File: src/rtl/apb_requester.sv
// Single-outstanding APB requester: converts a valid/ready command into one
// APB SETUP/ACCESS transfer and reports read data / error, with a wait-state timeout.
module apb_requester #(
    parameter int ADDR_WIDTH = 8,
    parameter int DATA_WIDTH = 8,
    parameter int TIMEOUT    = 16
) (
    input  logic                  clk,
    input  logic                  rst_n,
    input  logic                  cmd_valid,
    output logic                  cmd_ready,
    input  logic                  cmd_write,
    input  logic [ADDR_WIDTH-1:0] cmd_addr,
    input  logic [DATA_WIDTH-1:0] cmd_wdata,
    output logic                  rsp_valid,
    output logic [DATA_WIDTH-1:0] rsp_rdata,
    output logic                  rsp_err,
    output logic [ADDR_WIDTH-1:0] paddr,
    output logic                  psel,
    output logic                  penable,
    output logic                  pwrite,
    output logic [DATA_WIDTH-1:0] pwdata,
    input  logic [DATA_WIDTH-1:0] prdata,
    input  logic                  pready,
    input  logic                  pslverr,
    output logic [1:0]            fsm_state
);

    localparam int CW = $clog2(TIMEOUT + 1);
    localparam logic [CW-1:0] TO_VAL = CW'(TIMEOUT);

    typedef enum logic [1:0] {
        IDLE   = 2'd0,
        SETUP  = 2'd1,
        ACCESS = 2'd2
    } state_t;

    state_t        state;
    logic [CW-1:0] wait_cnt;
    logic [CW-1:0] wait_inc;

    // Handshake: a command transfers on a rising edge where cmd_valid and
    // cmd_ready are both high; rsp_valid is a single-cycle pulse with no backpressure.
    assign cmd_ready = (state == IDLE);
    assign fsm_state = state;

    always_comb begin
        wait_inc = wait_cnt;
        if (wait_cnt != TO_VAL) begin
            wait_inc = wait_cnt + 1'b1;
        end
    end

    always_ff @(posedge clk or negedge rst_n) begin
        if (!rst_n) begin
            state     <= IDLE;
            wait_cnt  <= '0;
            rsp_valid <= 1'b0;
            rsp_rdata <= '0;
            rsp_err   <= 1'b0;
            paddr     <= '0;
            psel      <= 1'b0;
            penable   <= 1'b0;
            pwrite    <= 1'b0;
            pwdata    <= '0;
        end else begin
            rsp_valid <= 1'b0;
            case (state)
                IDLE: begin
                    if (cmd_valid) begin
                        pwrite   <= cmd_write;
                        paddr    <= cmd_addr;
                        pwdata   <= cmd_wdata;
                        psel     <= 1'b1;
                        wait_cnt <= '0;
                        state    <= SETUP;
                    end
                end
                SETUP: begin
                    penable <= 1'b1;
                    state   <= ACCESS;
                end
                ACCESS: begin
                    // pready takes priority over a timeout expiring in the same cycle
                    if (pready) begin
                        psel      <= 1'b0;
                        penable   <= 1'b0;
                        rsp_valid <= 1'b1;
                        rsp_err   <= pslverr;
                        rsp_rdata <= pwrite ? '0 : prdata;
                        state     <= IDLE;
                    end else begin
                        wait_cnt <= wait_inc;
                        if (wait_inc == TO_VAL) begin
                            psel      <= 1'b0;
                            penable   <= 1'b0;
                            rsp_valid <= 1'b1;
                            rsp_err   <= 1'b1;
                            rsp_rdata <= '0;
                            state     <= IDLE;
                        end
                    end
                end
                default: begin
                    psel    <= 1'b0;
                    penable <= 1'b0;
                    state   <= IDLE;
                end
            endcase
        end
    end

endmodule

File: config.mk
export PLATFORM = sky130hd
export DESIGN_NAME = apb_requester
export DESIGN_NICKNAME = d
export VERILOG_FILES = /design/src/rtl/apb_requester.sv
export SDC_FILE = /design/constraint.sdc
export NUM_CORES = 1
export LEC_CHECK = 0
export ABC_AREA = 1
export BUFFER_PORTS_ARGS = -buffer_cell sky130_fd_sc_hd__buf_2
export CAP_MARGIN = 20
export CORE_MARGIN = 2
export CORE_UTILIZATION = 35
export DETAILED_ROUTE_END_ITERATION = 16
export MAX_ROUTING_LAYER = met4
export PLACE_DENSITY = 0.66
export SETUP_SLACK_MARGIN = 0.2
export SYNTH_ARGS = -nofsm -noshare
export SYNTH_HDL_FRONTEND = slang
export SYNTH_SLANG_ARGS = --single-unit
File: constraint.sdc
create_clock -name clk -period 1.8 [get_ports clk]
set_input_delay 0.36 -clock clk [delete_from_list [all_inputs] [get_ports clk]]
set_output_delay 0.36 -clock clk [all_outputs]
set_load 0.05 [all_outputs]
# After elaboration in Yosys (flattened, before gate mapping)
# Cells that the tools add are included.
dict set report op_classes {
  n_reduce_logical 9
  n_eq_ne 7
  n_addsub 1
  muxes 21
  bitwise_logic 2
}
# cell n
set op_table {}
lappend op_table {{$mux W8} 3}
lappend op_table {{$mux W5} 3}
lappend op_table {{$pmux W5 S2} 1}
lappend op_table {{$mux W1} 8}
lappend op_table {{$reduce_and A2 Y1} 4}
lappend op_table {{$mux W2} 3}
lappend op_table {{$pmux W1 S3} 2}
lappend op_table {{$pmux W2 S3} 1}
lappend op_table {{$reduce_and A3 Y1} 2}
lappend op_table {{$add A5 B1 Y5 const B} 1}
lappend op_table {{$eq A5 B5 Y1 const B} 1}
lappend op_table {{$ne A5 B5 Y1 const B} 1}
lappend op_table {{$ne A2 B2 Y1 const B} 2}
lappend op_table {{$reduce_bool A2 Y1} 2}
lappend op_table {{$ne A3 B3 Y1 const B} 1}
lappend op_table {{$eq A2 B1 Y1 const B} 1}
lappend op_table {{$eq A2 B2 Y1 const B} 1}
lappend op_table {{$logic_not A2 Y1} 1}
lappend op_table {{$not A1 Y1} 2}
dict set report word_totals {
  regBits 36
  output_inout_bits 32
  wordCells 50
}

# Depth between registers and ports, before layout
# Gate-level depths: netlist of run 1.
dict set report logic_depth {
  word_depth 6
  ltp_mapped 13
  mapped_depth_nobuf 13
}

# Worst setup path before layout of run 1
# Ideal clock, no wire load.
dict set report synth_path {
  kind {register -> register}
  startpoint {register state[0], in the netlist fsm_state[0]}
  endpoint {register paddr[6]}
  stages_incl_launch_ff 7
  n_path_buf 1
  path_slack_ps -346
  setup_ps 66
  t_arrival_ps 2080
  path_cell_list {dfrtp_1 nor2_1 nand2_2 inv_2 buf_4 nand2_1 nand2_1}
}
dict set report synth_via {
  elab_chain_len 2
}
# item line_no
set synth_rtl {}
lappend synth_rtl {{start: declaration} 38} ;# state_t state;
lappend synth_rtl {{start signal: assignment} 56} ;# state <= IDLE;
lappend synth_rtl {{start signal: assignment} 76} ;# state <= SETUP;
lappend synth_rtl {{start signal: assignment} 81} ;# state <= ACCESS;
lappend synth_rtl {{$logic_not A2 Y1} -}
lappend synth_rtl {{named net cmd_ready} 11} ;# output logic cmd_ready,
lappend synth_rtl {{$reduce_and A2 Y1 (no line)} -}
lappend synth_rtl {{end signal: assignment} 72} ;# paddr <= cmd_addr;
lappend synth_rtl {{end: declaration} 18} ;# output logic [ADDR_WIDTH-1:0] paddr,
# The timed path passes the listed nets, and every way through them passes these cells.
# A chain may end at the register's enable or synchronous reset.

# Final worst setup path of run 1
dict set report layout_path {
  startpoint {register wait_cnt[0]}
  endpoint {register rsp_rdata[2]}
}
dict set report layout_via {
  elab_chain_len 5
  elab_cells_between_ends 6
  classes_between {add/sub (1); eq/ne (2); mux (1); reduce/logical (2)}
}
# item line_no
set layout_rtl {}
lappend layout_rtl {{start: declaration} 39} ;# logic [CW-1:0] wait_cnt;
lappend layout_rtl {{start signal: assignment} 93} ;# wait_cnt <= wait_inc;
lappend layout_rtl {{$add A5 B1 Y5 or $ne A5 B5 Y1 (tied branches)} {50, 49}}
lappend layout_rtl {{$mux W5 (*)} 49} ;# if (wait_cnt != TO_VAL) begin
lappend layout_rtl {{$eq A5 B5 Y1 (*)} 94} ;# if (wait_inc == TO_VAL) begin
lappend layout_rtl {{$reduce_bool A2 Y1 (no line) (*)} -}
lappend layout_rtl {{$reduce_and A2 Y1 (no line) (*)} -}
lappend layout_rtl {{end signal: assignment} 90} ;# rsp_rdata <= pwrite ? '0 : prdata;
lappend layout_rtl {{end: declaration} 16} ;# output logic [DATA_WIDTH-1:0] rsp_rdata,
# Mark *: on every way between the ends. The rest lies on a longest branch, timed or not.

==> flow_summary.toml, run 1 <==
[yosys]
synth_seq_cells = 36
syn_nets = 213
yosysWarnings = 0
synth_top_cell_by_area = "dfrtp_1"
synthesis.area_um2 = 1520
yosys-top-cells-area = "dfrtp_1, nand2_1, inv_1"
synth-edff-count = 0
yosysMostFrequentCell = "nand2_1"
synth_top_area_share_pct = 59.2
syn_inst = 181
synth_top_flop_cell = "dfrtp_1"
ys_types = 18
synth_area_per_cell_um2 = 8.41
synthTopCellsByCount = "nand2_1, dfrtp_1, inv_1"
ys_async_sr_fraction_pct = 100
ys_seq_area_share_pct = 59.2

[power_and_ir_drop]
p_switching_uw = 2210
p_int_uw = 2070
swShare_pct = 51.6
pwr-share-seq_pct = 31.7
clkPwrFrac_pct = 16.1
powerDensity_nw_per_um2 = 2040
irDropWorstVdd_v = 0.000920
p_comb_share_pct = 52.2
p_leak_uw = 0.00118
total_power_uw = 4270

[routing]
routedWlPerCell_um = 11.4
drt-total-wl_mm = 3.45
num_vias = 1379
viasPerCell = 4.55
drt-initial-drc-count = 86
ant_nets = 0
route.detailed.drc = 0
dr.pass1.iters = 4

[clock_tree]
cts_buffers = 5
numClockSinks = 36
clk_latency_ps = 280
path_clk_slew_ps = 70
cts_tree = "done"
cts-htree-levels = 2
clock_path_buffers = 2
clockRootBuffer = "clkbuf_8"

[sta]
rsz0062_at_grt = "true"
final.min_clock_period_ps = 1630
fin_setup_tns_ps = 0
hold_violations = 0
worst_slew_pin_slew_ps = 386
fmax_ghz = 0.613
setup_violations = 0
drv_slew = 0
slew_headroom_pct = 74.3
post-route-period-util_pct = 90.6
fin_skew_ps = 1.73

[critical_path]
reg2reg_to = "rsp_rdata[2]"
cp-start-kind = "flip-flop"
crit_type = "reg2reg"
path_max_fanout = 8
worstPathRequired_ps = 1980
cp-end-kind = "flip-flop"
r2r-start = "wait_cnt[0]"
crit_arrival_ps = 1810
crit_end = "rsp_rdata[2]"
worstRegToRegCells = 13
crit_start = "wait_cnt[0]"
r2r_setup_slack_ps = 170

[grt]
grt_pass1_wl_mm = 5.87
grt_pass1_vias = 1321
antenna_found_initial = 0
grt_max_degree = 20
grt-ovfl-total = 0
grt_usage_pct = 15.5

[floorplan]
rows = 23
pin_count = 62
die_w_um = 69.9
core-area_um2 = 4090
initial_utilization_pct = 37.2
die_h_um = 69.9
dieArea_um2 = 4890

[layout]
n_fill_cell = 423
num-nets-final = 284
drive_gt1_share_pct = 40.7
final-seq-area_um2 = 905
diodes = 0
syn2layout_area_growth_pct = 37.7
fin_cells = 303
multiInputGateArea_um2 = 631

[worst_hold_path]
hold_class = "in2reg"

[place]
place_inst = 292
dp_hpwl_mm = 2.42
routabilityCongestion = 0.866
port_buffers = 61

[job]
drv_cap = 0

[run_status]
run_status = "completed"
layer usage:
layer / track usage, % / routed length (um) / part of all wire [%] / vias to the layer above
li1: - / - / - / 695
met1: 20.0 / 1580 / 46 / 636
met2: 23.7 / 1640 / 47 / 44
met3: 5.34 / 211 / 6.1 / 4
met4: 3.85 / 17 / 0.49 / 0
met5: - / 0 / 0 / -
worst min path at each step:
stage	depth (start not counted)	from	endpoint	slack, ps
3_3_place_gp	1	rst_n	pwdata[7]	310
6_report	3	cmd_addr[0]	paddr[0]	260
3_5_place_dp	1	rst_n	pwdata[7]	300
4_1_cts	3	cmd_addr[5]	paddr[5]	250
5_1_grt	3	cmd_wdata[6]	pwdata[6]	250
2_1_floorplan	0	rst_n	fsm_state[0]	60
placed cells by master, fill, tap and decap left out:
master	instances
dfrtp_1	33
a21oi_1	1
clkbuf_8	5
ha_2	1
ha_4	1
dlygate4sd3_1	1
o21ai_0	4
nand2_2	13
nand2_1	91
nand3_2	1
clkbuf_1	1
buf_4	4
nand3_1	5
nand2_4	2
clkinv_2	1
o22ai_1	1
or2_2	1
nor2_1	2
dfrtp_2	3
nand4_1	3
nor2_4	3
inv_2	4
buf_2	61
bufinv_16	1
nor2_2	2
inv_1	8
power by group through the flow:
stage | clock (uW) | sequential [uW] | combinational (uW)
2_1_floorplan | 0 | 2440 | 550
3_3_place_gp | 0 | 1350 | 2140
3_5_place_dp | 0 | 1350 | 2160
4_1_cts | 707 | 1350 | 2160
5_1_grt | 757 | 1400 | 2410
6_report | 688 | 1350 | 2230
cell families (layout without fill, tap and decap cells):
| group | after synthesis | count (layout) | share of synthesized area, % |
|---|---|---|---|
| adder cells (fa/ha/maj) | 2 | 2 | 1.64 |
| AND/OR/NAND/NOR | 123 | 123 | 33.3 |
| flip-flops | 36 | 36 | 59.2 |
| buffers and inverters | 14 | 86 | 3.78 |
| AO/OA/AOI/OAI | 6 | 6 | 2.06 |
flip-flops by register name, indices dropped and copies added (netlist names):
register	count
paddr	8
pwdata	8
rsp_rdata	8
wait_cnt	5
fsm_state	2
penable	1
psel	1
pwrite	1
rsp_err	1
rsp_valid	1
layout make-up:
type                    instances  area share (%)
inverters                      12            2.15
repair buffers                 66            16.5
flip-flops and latches         36            43.2
clock inverters                 2            1.67
well taps                      50            2.99
clock buffers                   6            3.46
multi-input cells             131            30.1
stage by stage:
step	hold slack, ps	util [%]	setup WS [ps]	cell area (um2)
floorplan	64.4	-	271	1530
global placement	306	46.5	279	1900
detailed placement	305	46.5	205	1900
CTS	255	49.4	203	2020
global route	252	51.3	74.5	2100
finish	264	51.3	170	2100
critical path, cell delays in order (launching register included):
cell	delay, ps
dfrtp_2	440
inv_2	90
ha_4	130
nand2_2	40
inv_2	80
nand2_2	70
nand2_2	100
nand2_4	60
nor2_4	110
nand2_2	70
nand2_2	80
nand2_4	100
nand2_2	90
nand2_2	40
repair_timing:
| item | 4_1_cts | 5_1_grt |
|---|---|---|
| buffers inserted | 0 | 2 |
| endpoints found under the setup margin | 0 | 12 |
| gates resized for setup | 0 | 22 |
| hold buffers | 1 | 0 |
| endpoints found under the hold margin | 17 | 0 |
Note: power is estimated with default switching activity, not from simulation.
==> inputs of run 2 (changes only) <==
Settings changed: PLACE_DENSITY 0.66 to 0.65.
==> run 2 against run 1 <==
Against the previous run: via count down 0.73%; largest cell class unchanged; global-route usage decreased by 0.61 points; maximum frequency is 1.9% higher; first-iteration DRC count fell by 33%; cell count down 0.33%; hold slack worse by 210 ps; non-clock buffer count decreased by 1; combinational power hardly changed; critical path depth is the same; count of clock-buffer cells in the layout did not move.
==> flow_summary.toml, run 2 (synthesis results as in run 1) <==
[run_status]
run_status = "completed"

[layout]
diodes = 0
reg_top3 = "paddr (8), pwdata (8), rsp_rdata (8)"
multiInputGateArea_um2 = 621
num-nets-final = 283
final_cell_mix = "nand2_1, buf_2, dfrtp_1"
fin_util_pct = 50.3
n_fill_cell = 429
drive_gt1_share_pct = 39.3
final_common_cell = "nand2_1"
syn2layout_area_growth_pct = 35.0
fin_cells = 302
final-seq-area_um2 = 906

[clock_tree]
clock_path_buffers = 2
clk_latency_ps = 290
cts_tree = "done"
cts-htree-levels = 2
cts_hold_buf = 0
clockRootBuffer = "clkbuf_8"
numClockSinks = 36
path_clk_slew_ps = 70
cts_buffers = 5

[power_and_ir_drop]
swShare_pct = 53.7
p_int_uw = 1910
clkPwrFrac_pct = 13.5
irDropWorstVdd_v = 0.000975
p_comb_share_pct = 53.4
p_leak_uw = 0.00116
pwr-share-seq_pct = 33.1
p_switching_uw = 2210
powerDensity_nw_per_um2 = 2000

[routing]
top_layer_used = "met4"
drt-initial-drc-count = 58
dr_wl_met3_um = 207
wl_met1_mm = 1.59
drt-total-wl_mm = 3.50
routedWlPerCell_um = 11.6
dr.pass1.iters = 4
ant_nets = 0
dr_wl_met2_mm = 1.67
viasPerCell = 4.53
route.detailed.drc = 0
num_vias = 1369

[floorplan]
pin_count = 62
core-area_um2 = 4090
die_w_um = 69.9
dieArea_um2 = 4890
die_h_um = 69.9
rows = 23
initial_utilization_pct = 37.2

[place]
port_buffers = 61
routabilityCongestion = 0.854
dp_hpwl_mm = 2.51
pre_cts_slack_ps = 233
place_inst = 292

[critical_path]
worstRegToRegCells = 13
cp-end-kind = "flip-flop"
crit_arrival_ps = 1790
cp-start-kind = "flip-flop"
r2r_setup_slack_ps = 200
path_max_fanout = 8
reg2reg_to = "rsp_rdata[4]"
crit_type = "reg2reg"
r2r-start = "wait_cnt[0]"
worstPathRequired_ps = 1990
crit_start = "wait_cnt[0]"
crit_end = "rsp_rdata[4]"

[job]
drv_cap = 0

[sta]
final.min_clock_period_ps = 1600
worst_slew_pin_slew_ps = 547
fin_skew_ps = 5.88
fmax_ghz = 0.625
setup_violations = 0
drv_slew = 0
finalWorstSetupSlack_ps = 200
rsz0062_at_grt = "true"
post-route-period-util_pct = 88.9
fin_setup_tns_ps = 0
hold_violations = 0
slew_headroom_pct = 63.6
fin_hold_ws_ps = 48.9

[grt]
grt_pass1_wl_mm = 5.71
grt_pass1_vias = 1256
grt_max_degree = 26
grt-ovfl-total = 0
grt_usage_pct = 14.9
antenna_found_initial = 0

[worst_hold_path]
hold_class = "in2async"
==> run 2: cell types whose count changed in the layout (fill, tap and decap cells not counted), sizes merged <==
cell,before,now
clkinvlp,0,1
bufinv,1,0
dlygate4sd3,1,0
==> run 2: timing repair <==
item / 4_1_cts / 5_1_grt
resized for setup: 0 / 18
buffers inserted: 0 / 2
setup endpoints to repair: 0 / 12
==> run 2: worst min-delay path by stage <==
stage	startpoint	end	slack (ps)	cells past startpoint
floorplan	rst_n	fsm_state[0]	60	0
global placement	rst_n	paddr[0]	380	1
detailed placement	rst_n	paddr[0]	380	1
CTS	rst_n	paddr[0]	60	1
global route	rst_n	paddr[0]	80	1
finish	rst_n	paddr[0]	50	1
==> run 2: final cells by class <==
class                           count  share of cell area (%)
Clock inverter                      2                   0.609
Timing Repair Buffer               65                    16.3
Tap cell                           50                    3.05
Clock buffer                        6                    3.53
Inverter                           12                    2.19
Multi-Input combinational cell    131                    30.2
Sequential cell                    36                    44.1
==> run 2: routing by layer <==
metal,global-route usage [%],vias to the layer above
met3,4.91,4
met4,3.85,0
met2,22.8,44
met5,-,-
li1,-,693
met1,19.3,628
==> run 2: per-stage QoR <==
| step | total power (uW) | cell area (um2) |
|---|---|---|
| floorplan | 2990 | 1530 |
| global placement | 3490 | 1900 |
| detailed placement | 3520 | 1900 |
| CTS | 4080 | 1990 |
| global route | 4400 | 2050 |
| finish | 4120 | 2050 |
==> run 2: critical path: stages, from the launching register on <==
cell and delay, ps:
dfrtp_2 460, inv_2 100, ha_4 120, nand2_2 40, inv_2 60, nand2_2 60, nand2_1 80, nand2_1 60
nor2_2 130, nand2_2 80, nand2_2 70, nand2_4 90, nand2_2 90, nand2_2 40
==> run 2: power groups by stage <==
stage	combinational [uW]	clock, uW	sequential [uW]
after floorplan	550	0	2440
after global placement	2150	0	1350
after detailed placement	2170	0	1350
after CTS	2160	576	1350
after global routing	2360	621	1420
final	2200	555	1360
